File: config.mk
export PLATFORM = sky130hd
export DESIGN_NAME = fetch_unit_flat
export DESIGN_NICKNAME = d
export VERILOG_FILES = /design/src/rtl/fetch_pkg.sv /design/src/rtl/fetch_unit_if.sv /design/src/rtl/fetch_unit_next_pc_sel.sv /design/src/rtl/fetch_unit.sv /design/src/flat_wrapper.sv
export SDC_FILE = /design/constraint.sdc
export NUM_CORES = 1
export LEC_CHECK = 0
export ABC_AREA = 1
export BUFFER_PORTS_ARGS = -buffer_cell sky130_fd_sc_hd__buf_4
export CAP_MARGIN = 20
export CORE_MARGIN = 2
export CORE_UTILIZATION = 28
export CTS_CLUSTER_DIAMETER = 150
export CTS_CLUSTER_SIZE = 16
export DETAILED_ROUTE_END_ITERATION = 8
export PLACE_DENSITY_LB_ADDON = 0.05
export SLEW_MARGIN = 20
export SYNTH_ARGS = -nofsm -noshare
export SYNTH_HDL_FRONTEND = slang
export SYNTH_HIERARCHICAL = 1
export SYNTH_SLANG_ARGS = --single-unit
File: constraint.sdc
create_clock -name clk -period 3.16 [get_ports clk]
set_clock_uncertainty 0.2 [all_clocks]
set_input_delay 0.158 -clock clk [delete_from_list [all_inputs] [get_ports clk]]
set_output_delay 0.158 -clock clk [all_outputs]
set_load 0.01 [all_outputs]
File: src/rtl/fetch_pkg.sv
// Shared types and constants for the instruction-fetch stage.
package fetch_pkg;

   typedef enum logic [1:0] {
      ST_RESET = 2'd0,
      ST_FETCH = 2'd1,
      ST_HOLD  = 2'd2
   } fetch_state_e;

   typedef enum logic [1:0] {
      SEL_SEQ    = 2'd0,
      SEL_BRANCH = 2'd1,
      SEL_JUMP   = 2'd2,
      SEL_JR     = 2'd3
   } redir_sel_e;

   localparam logic [31:0] NOP_INSTR = 32'h0000_0000;
   localparam logic [31:0] PC_INCR   = 32'd4;

   function automatic logic [31:0] word_align(input logic [31:0] addr);
      return addr & 32'hFFFF_FFFC;
   endfunction

endpackage

File: src/rtl/fetch_unit_if.sv
// Instruction-memory request/ready handshake between fetch (master) and memory (slave).
interface fetch_unit_if;

   logic        imem_req;
   logic [31:0] imem_addr;
   logic        imem_ready;
   logic [31:0] imem_rdata;

   modport master (
      output imem_req,
      output imem_addr,
      input  imem_ready,
      input  imem_rdata
   );

   modport slave (
      input  imem_req,
      input  imem_addr,
      output imem_ready,
      output imem_rdata
   );

endinterface

File: src/rtl/fetch_unit_next_pc_sel.sv
// Priority mux for the next PC: jump-register over jump over taken branch over sequential.
module next_pc_sel
   import fetch_pkg::*;
(
   input  logic [31:0] pc_plus_4,
   input  logic        pcsrcD,
   input  logic [31:0] branch_addr,
   input  logic        jumpD,
   input  logic [31:0] jump_addr,
   input  logic        jrD,
   input  logic [31:0] jr_addr,
   output logic [31:0] next_pc,
   output logic        redirect
);

   redir_sel_e sel_s;

   // Resolve which redirect source wins this cycle.
   always_comb begin
      sel_s = SEL_SEQ;
      if (jrD) begin
         sel_s = SEL_JR;
      end else if (jumpD) begin
         sel_s = SEL_JUMP;
      end else if (pcsrcD) begin
         sel_s = SEL_BRANCH;
      end else begin
         sel_s = SEL_SEQ;
      end
   end

   // Select the target; redirect targets are forced onto a word boundary.
   always_comb begin
      next_pc  = pc_plus_4;
      redirect = 1'b0;
      case (sel_s)
         SEL_JR: begin
            next_pc  = word_align(jr_addr);
            redirect = 1'b1;
         end
         SEL_JUMP: begin
            next_pc  = word_align(jump_addr);
            redirect = 1'b1;
         end
         SEL_BRANCH: begin
            next_pc  = word_align(branch_addr);
            redirect = 1'b1;
         end
         default: begin
            next_pc  = pc_plus_4;
            redirect = 1'b0;
         end
      endcase
   end

endmodule

File: src/rtl/fetch_unit.sv
// Instruction-fetch stage: PC, variable-latency imem handshake, delivery to decode.
// Optional FETCH_DELAY_SLOT_EN keeps the redirect-cycle word valid as a MIPS delay slot.
module fetch_unit
   import fetch_pkg::*;
#(
   parameter logic [31:0] RESET_PC = 32'h0040_0000
) (
   input  logic         clk,
   input  logic         reset,
   input  logic         stallF,
   input  logic         pcsrcD,
   input  logic [31:0]  branch_addr,
   input  logic         jumpD,
   input  logic [31:0]  jump_addr,
   input  logic         jrD,
   input  logic [31:0]  jr_addr,
   fetch_unit_if.master imem,
   output logic [31:0]  instr,
   output logic [31:0]  pc_plus_4,
   output logic         valid,
   output logic         fetch_busy
);

`ifdef FETCH_DELAY_SLOT_EN
   localparam logic DELAY_SLOT = 1'b1;
`else
   localparam logic DELAY_SLOT = 1'b0;
`endif

   fetch_state_e state_q, state_d;
   logic [31:0]  pc_q, pc_d;
   logic [31:0]  instr_q, instr_d;
   logic [31:0]  pc4_q, pc4_d;
   logic         valid_q, valid_d;
   logic [31:0]  hold_instr_q, hold_instr_d;
   logic [31:0]  hold_pc4_q, hold_pc4_d;
   logic         hold_valid_q, hold_valid_d;
   logic         hold_redir_q, hold_redir_d;
   logic         pend_q, pend_d;
   logic [31:0]  pend_tgt_q, pend_tgt_d;

   logic [31:0]  pc_seq_s;
   logic [31:0]  sel_pc_s;
   logic         redir_s;

   assign pc_seq_s = pc_q + PC_INCR;

   next_pc_sel u_next_pc_sel (
      .pc_plus_4   (pc_seq_s),
      .pcsrcD      (pcsrcD),
      .branch_addr (branch_addr),
      .jumpD       (jumpD),
      .jump_addr   (jump_addr),
      .jrD         (jrD),
      .jr_addr     (jr_addr),
      .next_pc     (sel_pc_s),
      .redirect    (redir_s)
   );

   // Next-state and datapath update for the fetch FSM.
   always_comb begin
      state_d      = state_q;
      pc_d         = pc_q;
      instr_d      = instr_q;
      pc4_d        = pc4_q;
      valid_d      = valid_q;
      hold_instr_d = hold_instr_q;
      hold_pc4_d   = hold_pc4_q;
      hold_valid_d = hold_valid_q;
      hold_redir_d = hold_redir_q;
      pend_d       = pend_q;
      pend_tgt_d   = pend_tgt_q;
      case (state_q)
         ST_RESET: begin
            state_d = ST_FETCH;
            if (redir_s) begin
               pc_d = sel_pc_s;
            end else begin
               pc_d = pc_q;
            end
         end
         ST_FETCH: begin
            if (imem.imem_ready) begin
               pend_d = 1'b0;
               if (pend_q) begin
                  // Redirect arrived mid-handshake: drop the word, refetch at the target.
                  pc_d    = redir_s ? sel_pc_s : pend_tgt_q;
                  valid_d = (stallF && !redir_s) ? valid_q : 1'b0;
               end else if (stallF) begin
                  hold_instr_d = imem.imem_rdata;
                  hold_pc4_d   = pc_seq_s;
                  hold_valid_d = redir_s ? DELAY_SLOT : 1'b1;
                  hold_redir_d = redir_s;
                  pc_d         = redir_s ? sel_pc_s : pc_q;
                  valid_d      = redir_s ? 1'b0 : valid_q;
                  state_d      = ST_HOLD;
               end else begin
                  instr_d = imem.imem_rdata;
                  pc4_d   = pc_seq_s;
                  valid_d = redir_s ? DELAY_SLOT : 1'b1;
                  pc_d    = sel_pc_s;
               end
            end else begin
               if (redir_s) begin
                  pend_d     = 1'b1;
                  pend_tgt_d = sel_pc_s;
               end else begin
                  pend_d = pend_q;
               end
               valid_d = (stallF && !redir_s) ? valid_q : 1'b0;
            end
         end
         ST_HOLD: begin
            if (stallF) begin
               if (redir_s) begin
                  pc_d         = sel_pc_s;
                  hold_redir_d = 1'b1;
                  hold_valid_d = hold_valid_q & DELAY_SLOT;
                  valid_d      = 1'b0;
               end else begin
                  pc_d = pc_q;
               end
            end else begin
               instr_d = hold_instr_q;
               pc4_d   = hold_pc4_q;
               state_d = ST_FETCH;
               if (redir_s) begin
                  pc_d    = sel_pc_s;
                  valid_d = hold_valid_q & DELAY_SLOT;
               end else begin
                  pc_d    = hold_redir_q ? pc_q : pc_seq_s;
                  valid_d = hold_valid_q;
               end
            end
         end
         default: begin
            state_d = ST_RESET;
         end
      endcase
   end

   // State and datapath registers with synchronous reset.
   always_ff @(posedge clk) begin
      if (reset) begin
         state_q      <= ST_RESET;
         pc_q         <= word_align(RESET_PC);
         instr_q      <= NOP_INSTR;
         pc4_q        <= 32'h0000_0000;
         valid_q      <= 1'b0;
         hold_instr_q <= NOP_INSTR;
         hold_pc4_q   <= 32'h0000_0000;
         hold_valid_q <= 1'b0;
         hold_redir_q <= 1'b0;
         pend_q       <= 1'b0;
         pend_tgt_q   <= 32'h0000_0000;
      end else begin
         state_q      <= state_d;
         pc_q         <= pc_d;
         instr_q      <= instr_d;
         pc4_q        <= pc4_d;
         valid_q      <= valid_d;
         hold_instr_q <= hold_instr_d;
         hold_pc4_q   <= hold_pc4_d;
         hold_valid_q <= hold_valid_d;
         hold_redir_q <= hold_redir_d;
         pend_q       <= pend_d;
         pend_tgt_q   <= pend_tgt_d;
      end
   end

   assign imem.imem_req  = (state_q == ST_FETCH);
   assign imem.imem_addr = pc_q;
   assign fetch_busy     = imem.imem_req && !imem.imem_ready;
   assign instr          = instr_q;
   assign pc_plus_4      = pc4_q;
   assign valid          = valid_q;

endmodule

File: src/flat_wrapper.sv
// flat-port wrapper written by rule: the top's interface ports become plain ports
module fetch_unit_flat import fetch_pkg::*;
#(
   parameter logic [31:0] RESET_PC = 32'h0040_0000
)
  (clk, reset, stallF, pcsrcD, branch_addr, jumpD, jump_addr, jrD, jr_addr, instr, pc_plus_4, valid, fetch_busy, imem_imem_req, imem_imem_addr, imem_imem_ready, imem_imem_rdata);
  fetch_unit_if imem_i ();
  input  logic clk;
  input  logic reset;
  input  logic stallF;
  input  logic pcsrcD;
  input  logic [31:0] branch_addr;
  input  logic jumpD;
  input  logic [31:0] jump_addr;
  input  logic jrD;
  input  logic [31:0] jr_addr;
  output logic [31:0] instr;
  output logic [31:0] pc_plus_4;
  output logic valid;
  output logic fetch_busy;
  output wire logic [$bits(imem_i.imem_req)-1:0] imem_imem_req;
  output wire logic [$bits(imem_i.imem_addr)-1:0] imem_imem_addr;
  input wire logic [$bits(imem_i.imem_ready)-1:0] imem_imem_ready;
  input wire logic [$bits(imem_i.imem_rdata)-1:0] imem_imem_rdata;
  assign imem_imem_req = imem_i.imem_req;
  assign imem_imem_addr = imem_i.imem_addr;
  assign imem_i.imem_ready = imem_imem_ready;
  assign imem_i.imem_rdata = imem_imem_rdata;
  fetch_unit #(.RESET_PC(RESET_PC)) u_core (.clk(clk), .reset(reset), .stallF(stallF), .pcsrcD(pcsrcD), .branch_addr(branch_addr), .jumpD(jumpD), .jump_addr(jump_addr), .jrD(jrD), .jr_addr(jr_addr), .imem(imem_i), .instr(instr), .pc_plus_4(pc_plus_4), .valid(valid), .fetch_busy(fetch_busy));
endmodule
; Word level (Yosys, flattened, before mapping)
; Index checks and enable logic that the tools add are counted.
[word_totals]
regBits = 198
wordCells = 94
[op_classes]
addsub = 1
eq_ne = 13
mux = 50
n_bitwise = 2
reduce_logical = 17
[ops]
columns = operator, n
row1 = 32-bit 2-to-1 mux, 16
row2 = 32-bit one-hot mux with 3 select lines, 2
row3 = 32-bit one-hot mux with 2 select lines, 2
row4 = "32-bit by 3-bit adder with 32-bit output, second input constant", 1
row5 = 1-bit 2-to-1 mux, 20
row6 = 2-bit 2-to-1 mux, 6
row7 = "2-bit != test, second input constant", 6
row8 = 5-bit AND reduction, 2
row9 = 4-bit AND reduction, 2
row10 = "2-bit == test, second input constant", 3
row11 = 1-bit one-hot mux with 2 select lines, 3
row12 = 2-bit one-hot mux with 3 select lines, 1
row13 = 6-bit AND reduction, 1
row14 = "2-bit by 1-bit == test with 1-bit output, second input constant", 2
row15 = "4-bit != test, second input constant", 1
row16 = 2-bit AND reduction, 2
row17 = 2-bit nonzero test, 2
row18 = 3-bit AND reduction, 1
row19 = 3-bit nonzero test, 1
row20 = 3-bit OR reduction, 1
row21 = 1-bit logical AND, 2
row22 = 1-bit logical NOT, 2
row23 = 2-bit logical NOT, 1
row24 = "2-bit by 1-bit != test with 1-bit output, second input constant", 1
row25 = 1-bit NOT, 2

; Depth between registers and ports, before layout
; Gate-level depths: netlist of run 1.
[depth]
word_depth = 12
ltp_mapped = 18
depth_no_buf = 18

; Modules after synthesis
; The synthesis of run 1 kept the hierarchy.
[modules_own_cells]
columns = mod, n_inst, cells_per_inst, area_each_um2, seq_area_each_um2
row1 = fetch_unit, 1, 1647, 10685.2, 3963.8
row2 = next_pc_sel, 1, 241, 1073.5, 0.0

; Worst setup path after synthesis of run 1
; Ideal clock, no wire load.
[synth_path]
path_type = register to register
start = register u_core.pc_q[2] (netlist: u_core/imem.imem_addr[2])
end = register u_core.pc_q[22] (netlist: u_core/imem.imem_addr[22])
arrival_time_ns = 2.277
t_required_ns = 2.845
slack_ns = 0.568
stages_incl_launch_ff = 17
cell_sequence = dfxtp_1 > ha_1 > nand2_1 > nor2_1 > nand2_2 > nor2_4 > nand3_1 > xor2_1 > nand2_1 > nand3_1 > nand2_1 > a21boi_0 > o22ai_1 > a21oi_1 > nand2_1 > nand2_1 > nand2_1
[synth_via]
elab_chain_cells = 7
[synth_lines]
columns = item, line
row1 = start: declaration, fetch_unit.sv:31  ; logic [31:0] pc_q, pc_d;
row2 = start signal: assignment, fetch_unit.sv:146  ; pc_q <= word_align(RESET_PC);
row3 = start signal: assignment, fetch_unit.sv:158  ; pc_q <= pc_d;
row4 = 32-bit by 3-bit adder with 32-bit output *, fetch_unit.sv:46  ; assign pc_seq_s = pc_q + PC_INCR;
row5 = via u_core.pc_seq_s[22], fetch_unit.sv:42  ; logic [31:0] pc_seq_s;
row6 = 32-bit one-hot mux with 3 select lines *, fetch_unit_next_pc_sel.sv:36  ; case (sel_s)
row7 = via u_core.sel_pc_s[22], fetch_unit.sv:43  ; logic [31:0] sel_pc_s;
row8 = 32-bit 2-to-1 mux, "fetch_unit.sv:76, fetch_unit.sv:94, fetch_unit.sv:115"
row9 = 32-bit 2-to-1 mux, fetch_unit.sv:89  ; end else if (stallF) begin
row10 = 32-bit 2-to-1 mux, fetch_unit.sv:85  ; if (pend_q) begin
row11 = 32-bit 2-to-1 mux, fetch_unit.sv:83  ; if (imem.imem_ready) begin
row12 = 32-bit one-hot mux with 3 select lines *, fetch_unit.sv:73  ; case (state_q)
; Mark *: on every way through the listed nets, which the timed path passes. The rest lies on a longest branch. The select of a mux whose other input is x is not followed.
; A chain may end at the register's enable or synchronous reset.

; Worst setup path after layout of run 1
[layout_path]
start = register u_core.pc_q[9] (netlist: u_core/imem.imem_addr[9])
end = register u_core.pc_q[19] (netlist: u_core/imem.imem_addr[19])
; Same word-level chain as after synthesis.

==> impl_metrics.env, run 1 <==
export IMPL_max_freq_mhz=351.6
export IMPL_startpoint="u_core/imem.imem_addr[9]$_SDFFE_PP0P_"
export IMPL_switching_share=0.4467
export IMPL_worstSkewPairLatency_ps=460
export IMPL_critical_path_class="flip-flop to flip-flop"
export IMPL_fin_area_um2=15050
export IMPL_netlist_area_um2=11760
export IMPL_antenna_found_initial=0
export IMPL_viasPerCell=5.016
export IMPL_dp_hpwl_um=33570
export IMPL_cp_max_fo=5
export IMPL_grt_use_total=0.2256
export IMPL_worst_hold_slack_ps=11.07
export IMPL_areaGrowthSynthToFinish_pct=28.02
export IMPL_die_y_um=208.9
export IMPL_seqPwrFrac=0.318
export IMPL_mostFrequentLayoutCell="nand2_1"
export IMPL_wl_um=49280
export IMPL_critPathLaunchType="flip-flop"
export IMPL_initial_core_util=0.2822
export IMPL_htree_levels=4
export IMPL_whs_path_depth=4
export IMPL_placement_rows=75
export IMPL_first_pass_iters=5
export IMPL_grt_max_degree=95
export IMPL_pwr_share_clk=0.204
export IMPL_grt_pass1_wl_um=76180
export IMPL_switching_power_uw=5284
export IMPL_rrSetupSlack_ps=320
export IMPL_arrival_ps=2970
export IMPL_internal_power_uw=6544
export IMPL_syn_area_per_cell_um2=6.228
export IMPL_rsz0062_at_grt="no"
export IMPL_grt_pass1_vias=12760
export IMPL_grt_overflow_total=0
export IMPL_maxCapViolCount=0
export IMPL_drc=0
export IMPL_io_buffers=227
export IMPL_synth_fp_nets=2028
export IMPL_worst_pin_slew_ps=909.8
export IMPL_min_period_ps=2844
export IMPL_clk_path_buf_depth=2
export IMPL_place_inst=2573
export IMPL_endpoint_kind="flip-flop"
export IMPL_required_ps=3280
export IMPL_maxSlewHeadroom=0.3935
export IMPL_drtIter0Drc=788
export IMPL_cts_setup_buffers=0
export IMPL_p_leak_uw=0.006704
export IMPL_reg2regPathDepth=16
export IMPL_report_final_slew_viol_count=0
export IMPL_status="completed"
export IMPL_clockRootBuffer="clkbuf_16"
export IMPL_route_detailed_wl_per_inst_um=18.67
export IMPL_hold_viol=0
export IMPL_ys_warn_count=6
export IMPL_cts_tree="yes"
export IMPL_postSynthCellCount=1888
export IMPL_r2r_start="u_core/imem.imem_addr[9]$_SDFFE_PP0P_"
export IMPL_p_comb_frac=0.479
export IMPL_cts_made_buffers=17
export IMPL_ys_types=41
export IMPL_dpl_instance_area_um2=14090
export IMPL_hp_class="input pin to flip-flop"
export IMPL_hold_path_startpoint="reset"
export IMPL_tns_ps=0
export IMPL_cts_sinks=198
export IMPL_fin_nets=2227
export IMPL_drive_gt1_frac=0.1824
export IMPL_fp_coreArea_um2=41670
export IMPL_via_count=13236
export IMPL_whs_endpoint="u_core/pend_tgt_q[25]$_SDFFE_PP0P_"
export IMPL_routabilityCongestion=0.8477
export IMPL_r2r_end="u_core/imem.imem_addr[19]$_SDFFE_PP0P_"
export IMPL_dieWidth_um=208.9
export IMPL_antenna_left=0
export IMPL_p_per_area_nw_per_um2=785.7
export IMPL_synth_seq_cells=198
export IMPL_ys_seq_area_frac=0.3371
export IMPL_fin_crit_sh=0.9001
export IMPL_final_instance_count_excl_fill=2639
export IMPL_cts_resized=0
export IMPL_final_cell_mix="nand2_1, buf_4, o21ai_0, dfxtp_1, a21oi_1"
export IMPL_antenna_cells=0
export IMPL_dieArea_um2=43650
export IMPL_ioPinCount=234
export IMPL_peakVddDrop_uv=446.0
export IMPL_path_clk_slew_ps=80
export IMPL_utilization=0.3613
export IMPL_finalSetupViolations=0
per-stage QoR:
stage,total power [uW],setup WS (ps)
after CTS,11970,289.1
after detailed placement,9472,299.2
after floorplan,6906,567.9
after global placement,9464,345.3
after global routing,12720,40.08
final,11830,315.7
flip-flops by register name, summed over array words and instances (netlist names):
signal / count
u_core/hold_pc4_q: 32
u_core/instr: 32
u_core/pend_q: 1
u_core/valid: 1
u_core/hold_valid_q: 1
u_core/hold_redir_q: 1
u_core/imem.imem_addr: 32
u_core/pend_tgt_q: 32
u_core/hold_instr_q: 32
u_core/pc_plus_4: 32
u_core/state_q: 2
kinds of logic after synthesis:
group	after synthesis	share of synthesized area
AOI/OAI and AO/OA	531	0.2445
xor gates and xnor gates	9	0.01022
adders and majority gates	5	0.005320
buffers and inverters	292	0.09811
DFF	198	0.3371
and+or+nand+nor	853	0.3047
final cells by class:
type | count | area, um2
clock inverter | 13 | 168.9
fill | 4649 | 26610
clock buffer | 19 | 452.9
sequential | 198 | 3964
timing repair buffer | 320 | 2550
inverter | 152 | 573.1
tap | 539 | 674.4
multi-input combinational | 1398 | 6670
worst max-delay path, stage by stage, from the launching register on:
cell	delay, ps
dfxtp_1	410
nand2_1	200
nor2_2	280
inv_1	120
nor2_4	200
nand3_1	110
and2_1	250
nand2_1	100
nand3_1	90
nand2_1	100
inv_1	60
a21oi_1	160
o21ai_0	100
a31oi_1	140
nand2_1	70
nand2_1	50
a21oi_1	50
how the worst max path moves through the flow:
| stage | to | cells past startpoint |
|---|---|---|
| after floorplan | u_core/imem.imem_addr[22]$_SDFFE_PP1P_ | 16 |
| after global placement | u_core/imem.imem_addr[19]$_SDFFE_PP0P_ | 16 |
| after detailed placement | u_core/imem.imem_addr[21]$_SDFFE_PP0P_ | 17 |
| after CTS | u_core/imem.imem_addr[21]$_SDFFE_PP0P_ | 17 |
| after global routing | u_core/imem.imem_addr[21]$_SDFFE_PP0P_ | 17 |
| final | u_core/imem.imem_addr[19]$_SDFFE_PP0P_ | 16 |
layer usage:
layer	up-vias	track usage	part of all wire
li1	6642	-	-
met1	6284	0.2998	0.47
met2	262	0.3783	0.47
met3	48	0.03261	0.040
met4	0	0.06798	0.022
met5	-	0	0
power by group through the flow:
stage                     clock network, uW  logic [uW]  registers, uW
after floorplan                           0        3020           3880
after global placement                    0        5650           3810
after detailed placement                  0        5660           3810
after CTS                              2480        5720           3770
after global routing                   2560        6290           3860
final                                  2410        5660           3760
cell usage after synthesis, drive strengths merged:
cell | instances | share of area
buf | 37 | 0.017
a221oi | 4 | 0.0030
nor3 | 6 | 0.0030
a211oi | 5 | 0.0032
a31oi | 68 | 0.036
nand2 | 523 | 0.17
a21oi | 182 | 0.080
nand3b | 1 | 0.00064
a21boi | 7 | 0.0045
dfxtp | 198 | 0.34
nor2 | 186 | 0.068
o221ai | 2 | 0.0015
o21a | 3 | 0.0019
ha | 5 | 0.0053
clkbuf | 103 | 0.033
clkinv | 1 | 0.00032
a22oi | 1 | 0.00064
inv | 151 | 0.048
xor2 | 8 | 0.0095
o21bai | 1 | 0.00064
o211ai | 13 | 0.0083
o21ai | 241 | 0.10
nand3 | 103 | 0.044
xnor2 | 1 | 0.00074
o22ai | 4 | 0.0021
nand4 | 32 | 0.017
and2 | 2 | 0.0011
what timing repair did:
action,4_1_cts,5_1_grt
setup endpoints to repair,0,0
hold buffers,34,0
endpoints found under the hold margin,67,0
No activity file was read; power rests on OpenSTA's default activity.
==> run 2: changes to the inputs <==
--- a/config.mk
+++ b/config.mk
@@ -11,5 +11,5 @@
 export CORE_MARGIN = 2
 export CORE_UTILIZATION = 28
-export CTS_CLUSTER_DIAMETER = 150
+export CTS_BUF_LIST = sky130_fd_sc_hd__clkbuf_16
 export CTS_CLUSTER_SIZE = 16
 export DETAILED_ROUTE_END_ITERATION = 8
==> constraint.sdc (replaced) <==
create_clock -name clk -period 3.16 [get_ports clk]
set_clock_uncertainty 0.2 [all_clocks]
set_input_delay 0.316 -clock clk [delete_from_list [all_inputs] [get_ports clk]]
set_output_delay 0.316 -clock clk [all_outputs]
set_load 0.01 [all_outputs]
==> run 2 against run 1 <==
Core utilization is 0.081 points lower. Fmax is 3.0% lower. Clock power is 7% lower. Combinational power hardly changed. Worst setup slack worse by 87 ps. Sequential share of layout area is 0.068 points higher. Non-clock buffer count is 4 higher. Die area stayed put. First-iteration DRC count is 11% higher. Critical path type unchanged. Largest cell class unchanged. Largest power group unchanged.
==> impl_metrics.env, run 2 (synthesis gave the netlist of run 1 again) <==
export IMPL_status="completed"
export IMPL_placement_rows=75
export IMPL_rsz0062_at_grt="no"
export IMPL_utilization=0.3605
export IMPL_cts_tree="yes"
export IMPL_required_ps=3280
export IMPL_drc=0
export IMPL_cts_setup_buffers=0
export IMPL_grt_overflow_total=0
export IMPL_clockRootBuffer="clkbuf_16"
export IMPL_r2r_end="u_core/imem.imem_addr[19]$_SDFFE_PP0P_"
export IMPL_drtIter0Drc=873
export IMPL_mostFrequentLayoutCell="nand2_1"
export IMPL_antenna_cells=0
export IMPL_peakVddDrop_uv=351.2
export IMPL_rrSetupSlack_ps=230
export IMPL_viasPerCell=5.011
export IMPL_reg2regPathDepth=16
export IMPL_fin_nets=2231
export IMPL_clk_path_buf_depth=2
export IMPL_max_freq_mhz=341.1
export IMPL_via_count=13245
export IMPL_ioPinCount=234
export IMPL_areaGrowthSynthToFinish_pct=27.73
export IMPL_hp_class="input pin to flip-flop"
export IMPL_endpoint_kind="flip-flop"
export IMPL_report_final_slew_viol_count=0
export IMPL_antenna_found_initial=0
export IMPL_p_per_area_nw_per_um2=775.4
export IMPL_path_clk_slew_ps=80
export IMPL_route_detailed_wl_per_inst_um=18.63
export IMPL_final_cell_mix="nand2_1, buf_4, o21ai_0, dfxtp_1, a21oi_1"
export IMPL_dieWidth_um=208.9
export IMPL_critPathLaunchType="flip-flop"
export IMPL_fin_crit_sh=0.9276
export IMPL_fp_coreArea_um2=41670
export IMPL_dp_hpwl_um=34050
export IMPL_maxSlewHeadroom=0.3612
export IMPL_whs_path_depth=3
export IMPL_p_leak_uw=0.006697
export IMPL_dieArea_um2=43650
export IMPL_grt_use_total=0.2241
export IMPL_finalSetupViolations=0
export IMPL_hold_path_startpoint="stallF"
export IMPL_maxCapViolCount=0
export IMPL_die_y_um=208.9
export IMPL_initial_core_util=0.2822
export IMPL_wl_um=49230
export IMPL_cts_made_buffers=17
export IMPL_htree_levels=4
export IMPL_grt_pass1_vias=12484
export IMPL_whs_endpoint="u_core/state_q[1]$_SDFFE_PP0P_"
export IMPL_grt_pass1_wl_um=75400
export IMPL_worst_pin_slew_ps=957.1
export IMPL_min_period_ps=2931
export IMPL_cp_max_fo=5
export IMPL_hold_viol=0
export IMPL_critical_path_class="flip-flop to flip-flop"
export IMPL_drive_gt1_frac=0.1844
export IMPL_worstSkewPairLatency_ps=470
export IMPL_antenna_left=0
export IMPL_tns_ps=0
export IMPL_r2r_start="u_core/imem.imem_addr[9]$_SDFFE_PP0P_"
export IMPL_routabilityCongestion=0.8546
export IMPL_io_buffers=227
export IMPL_cts_sinks=198
export IMPL_first_pass_iters=5
export IMPL_arrival_ps=3050
export IMPL_grt_max_degree=66
[run 2: cell count changes in the layout (fill, tap and decap cells not counted), sizes merged]
| cell | change |
|---|---|
| bufinv | -2 |
| buf | +5 |
| inv | +3 |
| dlygate4sd3 | -1 |
| clkinv | +1 |
| clkbuf | -2 |
[run 2: worst max-delay path by stage]
stage | from | depth (start not counted) | endpoint
final | u_core/imem.imem_addr[9]$_SDFFE_PP0P_ | 16 | u_core/imem.imem_addr[19]$_SDFFE_PP0P_
after global routing | u_core/imem.imem_addr[9]$_SDFFE_PP0P_ | 16 | u_core/imem.imem_addr[19]$_SDFFE_PP0P_
after CTS | u_core/imem.imem_addr[7]$_SDFFE_PP0P_ | 16 | u_core/imem.imem_addr[19]$_SDFFE_PP0P_
after detailed placement | u_core/imem.imem_addr[7]$_SDFFE_PP0P_ | 16 | u_core/imem.imem_addr[19]$_SDFFE_PP0P_
after global placement | u_core/imem.imem_addr[7]$_SDFFE_PP0P_ | 16 | u_core/imem.imem_addr[19]$_SDFFE_PP0P_
after floorplan | u_core/imem.imem_addr[2]$_SDFFE_PP0P_ | 16 | u_core/imem.imem_addr[22]$_SDFFE_PP1P_
[run 2: worst max-delay path, cell delays in order, from the launching register on]
cell     delay (ps)
dfxtp_1         440
nand2_1         210
nor2_2          260
inv_1           120
nor2_4          210
nand3_1         120
and2_1          260
nand2_1         100
nand3_1         130
nand2_1         110
inv_1            60
a21oi_1         170
nand2_1          70
a31oi_1         170
nand2_1          70
nand2_1          50
a21oi_1          50
[run 2: area by class of cell]
class	count	area, um2
clock buffer	17	425.4
clock inverter	15	143.9
fill	4672	26650
inverter	152	573.1
multi-input combinational	1398	6673
sequential	198	3965
tap	539	674.4
timing repair buffer	324	2565
[run 2: power breakdown]
| part | internal, uW | switching [uW] | total, uW |
|---|---|---|---|
| registers | 3170 | 589 | 3760 |
| logic | 2090 | 3560 | 5650 |
| clock network | 1110 | 1130 | 2230 |
| total | 6360 | 5280 | 11600 |
[run 2: stage by stage]
| step | cells | setup slack [ps] | power (uW) | hold slack, ps | area (um2) |
|---|---|---|---|---|---|
| finish | 2643 | 228.7 | 11650 | 107.9 | 15020 |
| floorplan | 1888 | 567.9 | 6906 | 245.2 | 11760 |
| CTS | 2643 | 234.2 | 11780 | 74.93 | 15020 |
| global route | 2643 | 25.63 | 12550 | 91.11 | 15020 |
| detailed placement | 2578 | 255.2 | 9461 | 260.0 | 14120 |
| global placement | 2578 | 277.8 | 9451 | 256.7 | 14120 |
[run 2: routing by layer]
layer  vias to the layer above  part of all wire  global-route usage
li1                       6646                 -                   -
met1                      6267              0.46              0.2986
met2                       310              0.49              0.3803
met3                        22             0.040             0.03637
met4                         0             0.011             0.04975
met5                         -                 0                   0
[run 2: repair_timing]
item / 4_1_cts / 5_1_grt
hold endpoints to repair: 65 / 0
resized for setup: 0 / 3
endpoints found under the setup margin: 0 / 2
hold buffers: 33 / 0
